## src/rtl/tx_pixel_fetch.sv

```systemverilog
// Pixel prefetch ahead of the HDMI timing stage: streams one frame from the frame store
// through a credit-limited request port into a show-ahead FIFO, and toggles frame parity per frame.
module tx_pixel_fetch #(
  parameter int                H_ACTIVE  = 640,
  parameter int                V_ACTIVE  = 480,
  parameter int                ADDR_W    = 19,
  parameter int                DEPTH     = 16,
  parameter logic [ADDR_W-1:0] BASE_ADDR = '0
) (
  input  logic              clk,
  input  logic              rst,
  input  logic              pix_vsync,
  input  logic              pix_read,
  output logic [23:0]       pix_data,
  output logic              frame_sync,
  output logic              underflow,
  output logic              mem_req,
  output logic [ADDR_W-1:0] mem_addr,
  input  logic              mem_ack,
  input  logic              mem_rvalid,
  input  logic [23:0]       mem_rdata
);

  localparam int PTR_W = $clog2(DEPTH);
  localparam int CNT_W = PTR_W + 1;
  localparam logic [ADDR_W-1:0] LAST_IDX = ADDR_W'(H_ACTIVE * V_ACTIVE - 1);
  localparam logic [CNT_W:0]    DEPTH_C  = (CNT_W + 1)'(DEPTH);

  localparam logic [1:0] S_IDLE  = 2'd0;
  localparam logic [1:0] S_FETCH = 2'd1;
  localparam logic [1:0] S_DONE  = 2'd2;
  localparam logic [1:0] S_FLUSH = 2'd3;

  logic              vs_q;
  logic [1:0]        state_q,      state_d;
  logic [CNT_W-1:0]  level_q,      level_d;
  logic [CNT_W-1:0]  out_q,        out_d;
  logic [ADDR_W-1:0] issued_q,     issued_d;
  logic [ADDR_W-1:0] addr_q,       addr_d;
  logic [PTR_W-1:0]  wr_ptr_q,     wr_ptr_d;
  logic [PTR_W-1:0]  rd_ptr_q,     rd_ptr_d;
  logic              frame_sync_q, frame_sync_d;
  logic              underflow_q,  underflow_d;

  logic [23:0] fifo_mem [DEPTH];

  logic frame_start;
  logic credit_ok;
  logic accept;
  logic ret;
  logic push;
  logic pop;

  assign frame_start = vs_q & ~pix_vsync;

  // Reads in flight are counted against FIFO space so a push can never hit a full FIFO.
  assign credit_ok = ({1'b0, level_q} + {1'b0, out_q}) < DEPTH_C;
  assign mem_req   = (state_q == S_FETCH) && credit_ok;
  assign accept    = mem_req & mem_ack;

  // A beat with nothing outstanding is a protocol error and is dropped outright.
  assign ret  = mem_rvalid & (out_q != '0);
  assign push = ret & (state_q != S_FLUSH);
  assign pop  = pix_read & (level_q != '0);

  assign mem_addr   = addr_q;
  assign frame_sync = frame_sync_q;
  assign underflow  = underflow_q;
  assign pix_data   = (level_q != '0) ? fifo_mem[rd_ptr_q] : 24'h000000;

  always_comb begin
    state_d      = state_q;
    issued_d     = issued_q;
    addr_d       = addr_q;
    wr_ptr_d     = wr_ptr_q;
    rd_ptr_d     = rd_ptr_q;
    frame_sync_d = frame_sync_q;
    underflow_d  = underflow_q;

    if (accept) begin
      addr_d   = addr_q + 1'b1;
      issued_d = issued_q + 1'b1;
    end

    out_d   = out_q + CNT_W'(accept) - CNT_W'(ret);
    level_d = level_q + CNT_W'(push) - CNT_W'(pop);

    if (push) wr_ptr_d = wr_ptr_q + 1'b1;
    if (pop)  rd_ptr_d = rd_ptr_q + 1'b1;
    if (pix_read && (level_q == '0)) underflow_d = 1'b1;

    case (state_q)
      S_FETCH: if (accept && (issued_q == LAST_IDX)) state_d = S_DONE;
      S_FLUSH: if (out_d == '0) state_d = S_FETCH;
      default: ;
    endcase

    // A new frame overrides everything; reads already in flight for the old frame
    // (including one accepted this very cycle) must drain before fetching restarts.
    if (frame_start) begin
      level_d      = '0;
      wr_ptr_d     = '0;
      rd_ptr_d     = '0;
      addr_d       = BASE_ADDR;
      issued_d     = '0;
      frame_sync_d = ~frame_sync_q;
      underflow_d  = 1'b0;
      state_d      = (out_d == '0) ? S_FETCH : S_FLUSH;
    end
  end

  always_ff @(posedge clk or posedge rst) begin
    if (rst) begin
      vs_q         <= 1'b1;
      state_q      <= S_IDLE;
      level_q      <= '0;
      out_q        <= '0;
      issued_q     <= '0;
      addr_q       <= BASE_ADDR;
      wr_ptr_q     <= '0;
      rd_ptr_q     <= '0;
      frame_sync_q <= 1'b0;
      underflow_q  <= 1'b0;
    end else begin
      vs_q         <= pix_vsync;
      state_q      <= state_d;
      level_q      <= level_d;
      out_q        <= out_d;
      issued_q     <= issued_d;
      addr_q       <= addr_d;
      wr_ptr_q     <= wr_ptr_d;
      rd_ptr_q     <= rd_ptr_d;
      frame_sync_q <= frame_sync_d;
      underflow_q  <= underflow_d;
    end
  end

  // Storage needs no reset: contents are only visible through level_q.
  always_ff @(posedge clk) begin
    if (push) fifo_mem[wr_ptr_q] <= mem_rdata;
  end

endmodule

```

## config.mk

```make
export PLATFORM = sky130hd
export DESIGN_NAME = tx_pixel_fetch
export DESIGN_NICKNAME = d
export VERILOG_FILES = /design/src/rtl/tx_pixel_fetch.sv
export SDC_FILE = /design/constraint.sdc
export NUM_CORES = 1
export LEC_CHECK = 0
export ABC_AREA = 1
export CAP_MARGIN = 20
export CORE_UTILIZATION = 50
export CTS_CLUSTER_SIZE = 30
export DETAILED_ROUTE_END_ITERATION = 10
export PLACE_DENSITY = 0.72
export SETUP_SLACK_MARGIN = 0.02
export SLEW_MARGIN = 20
export SYNTH_ARGS = -nofsm -noshare
export SYNTH_HDL_FRONTEND = slang
export SYNTH_SLANG_ARGS = --single-unit
```

## constraint.sdc

```tcl
create_clock -name clk -period 9.6 [get_ports clk]
set_input_delay 0.96 -clock clk [delete_from_list [all_inputs] [get_ports clk]]
set_output_delay 0.96 -clock clk [all_outputs]
set_load 0.03 [all_outputs]
```

==> results.toml <==
[status]
outcome = "completed"

[power]
p_per_area_nw_per_um2 = 282
ir_drop_mv = 0.183
finalPower_mw = 6.05
p_int_mw = 3.91
pwr-share-comb_pct = 32.5
p_sw_mw = 2.14
switching_share_pct = 35.4
p_leak_nw = 7.14
power_frac_seq_pct = 39.1
p_clk_share_pct = 28.4

[timing]
finalCriticalPeriod_ns = 5.59
rsz0062_at_grt = "false"
slew_headroom_pct = 23.9
finalClockSkew_ns = 0.0238
fin_ws_ns = 4.01
final-hold-violation-count = 0
setup_viol = 0
hold_slack_ns = 0.474
max_clock_freq_mhz = 179
tns_ns = 0
min_period_over_period_pct = 58.2
tightest_slew_ns = 1.14
slew_viol_final = 0

[floorplan]
ios = 76
die_y_um = 196
die_area_um2 = 38400
start_util_pct = 51.1
placement_rows = 70
core_um2 = 36800
die_x_um = 196

[clock_network]
hold_buffers = 0
cts_setup_buffers = 0
clk_pin_slew_ns = 0.06
cts.sinks = 445
h-tree-depth = 2
clock_latency_ns = 0.58
post_cts_resized = 0
cts_root_buffer = "clkbuf_16"
cts_buffer_depth = 3
tritoncts = "done"
cts_buffers = 45

[global_route]
grt.total_usage_pct = 23.1
grt_pass1_vias = 12200
antenna_found_initial = 2
grt_overflow = 0
grt_max_degree = 122
grt_pass1_wl_um = 67700

[detailed_routing]
dr.pass1.iters = 8
drc = 0
vias_per_cell = 5.92
vias = 12400
drtAntennaViolNets = 0
drt_iter0_markers = 1129
post_drt_wl_per_cell_um = 20.8
wl_um = 43600

[hold_path]
hold_path_class = "reg -> reg"

[yosys]
synthCells = 1546
synth-edff-count = 384
synthesis.area_um2 = 18800
ys_ff_latch = 445
synthFlopType = "edfxtp_1"
synth.avg_cell_area_um2 = 12.2
synth_nets = 1601
yosys.area.top_type_share_pct = 61.3
synthTopCellsByArea = "edfxtp_1 (61%), dfrtp_1 (8.0%), nor2_1 (5.4%)"
ys_warn_count = 0
synth_top_cell_by_area = "edfxtp_1"
ys_seq_area_share_pct = 69.4
async_flop_share_pct = 13.7
post_synth_num_cell_types = 48

[job]
cap_violations = 0

[layout]
layout.nets = 1649
final_cell_mix = "edfxtp_1 (384), nor2_1 (256), o21ai_0 (189)"
area_growth_pct = 14.0
layout_commonest_cell = "edfxtp_1"
drive_gt1_share_pct = 7.61
nFillCells = 2836

[setup_path]
worst-setup-path-type = "reg -> out"
r2r_start = "level_q[4]$_DFF_PP0_"
critPathLaunchType = "flop"
crit_fanout = 121
r2r-end = "state_q[1]$_DFFE_PP0P_"
cp.required_ns = 8.64
crit_cells = 7
crit_family = "buffers and inverters"
slowest_stage = "dfrtp_4"
path_buf_inv = 3
r2r_cells = 16
path_cells = "inv_6 > buf_4 > o21ai_0 > o22ai_1 > o211ai_1 > a21oi_1 > clkdlybuf4s50_1"
critPathCapture = "pix_data[15]"
rrSetupSlack_ns = 5.80
critPathLaunch = "rd_ptr_q[0]$_DFFE_PP0P_"
arrival_ns = 4.63
max_stage_delay_ns = 0.81
crit_path_end_kind = "output port"

[place]
port_buffers = 75
dpl_worst_slack_ns = 4.48
place_congestion = 0.875
dpl.hpwl_um = 22100
-- layout make-up --
cell class / instances / area, um2 / share of cell area [%]
flip-flops and latches: 445 / 13100 / 60.9
multi-input cells: 941 / 5110 / 23.8
clock buffers: 55 / 1190 / 5.57
repair buffers: 92 / 971 / 4.53
well taps: 468 / 586 / 2.73
inverters: 69 / 265 / 1.24
clock inverters: 27 / 254 / 1.18
diodes: 1 / 2.50 / 0.0117
-- power by group through the flow --
| stage | combinational, mW | sequential [mW] | clock, mW |
|---|---|---|---|
| 3_3_place_gp | 1.90 | 2.40 | 0 |
| 5_1_grt | 2.14 | 2.38 | 1.83 |
| 4_1_cts | 1.96 | 2.36 | 1.75 |
| 2_1_floorplan | 1.35 | 2.36 | 0 |
| 6_report | 1.97 | 2.37 | 1.72 |
| 3_5_place_dp | 1.95 | 2.40 | 0 |
-- metrics by stage --
stage	cell area [um2]	instances	utilization, %
final	21400	2098	58.3
after global routing	21400	2098	58.3
after CTS	21300	2092	57.9
after detailed placement	19900	2010	54.0
after global placement	19900	2010	54.0
after floorplan	18800	1546	-
-- routing by layer --
layer	up-vias	wire [um]	track usage, %
met5	-	8	0
met4	2	1130	8.68
met3	91	3450	4.87
met2	489	21100	37.6
met1	6064	17900	30.6
li1	5779	-	-
-- flip-flops by register name, indices dropped and copies added (netlist names) --
name / flops
level_q: 5
underflow: 1
fifo_mem: 384
frame_sync: 1
wr_ptr_q: 4
mem_addr: 19
rd_ptr_q: 4
vs_q: 1
state_q: 2
out_q: 5
issued_q: 19
-- worst min-delay path by stage --
| stage | cells past startpoint | start | end |
|---|---|---|---|
| 6_report | 1 | frame_sync$_DFFE_PP0P_ | frame_sync$_DFFE_PP0P_ |
| 4_1_cts | 1 | frame_sync$_DFFE_PP0P_ | frame_sync$_DFFE_PP0P_ |
| 5_1_grt | 1 | frame_sync$_DFFE_PP0P_ | frame_sync$_DFFE_PP0P_ |
| 3_3_place_gp | 1 | frame_sync$_DFFE_PP0P_ | frame_sync$_DFFE_PP0P_ |
| 2_1_floorplan | 2 | state_q[1]$_DFFE_PP0P_ | state_q[1]$_DFFE_PP0P_ |
| 3_5_place_dp | 1 | frame_sync$_DFFE_PP0P_ | frame_sync$_DFFE_PP0P_ |
-- cell families (layout without fill, tap and decap cells) --
kind of cell,after synthesis,in the layout,share of synthesized area [%]
buffers and inverters,160,243,4.05
adder cells (fa/ha/maj),25,25,1.74
flip-flops,445,445,69.4
AND/OR/NAND/NOR,489,489,10.9
AO/OA/AOI/OAI,407,407,13.0
XOR/XNOR,20,20,0.931
other,0,1,0
-- cells in the mapped netlist, types with 2 or more instances --
library cell    n
clkbuf_2       10
nand2_1       116
o31ai_2         3
o21ai_0       189
xor2_1         12
nand3_1        53
nor3b_1         2
fa_1            2
inv_1          59
o211ai_1       49
nor3_2          3
nand4_1        17
buf_2          22
nand3b_1        2
clkbuf_1       39
a21oi_1        39
xnor2_1         8
clkinv_1        3
o21ai_1        31
o22ai_1        36
o31ai_1         6
buf_4           9
or2_2           2
buf_6          10
edfxtp_1      384
o221ai_1       47
ha_1           23
nor2_1        273
nor3_1         14
inv_2           6
dfrtp_1        60
Power figures use the tool's default switching activity.
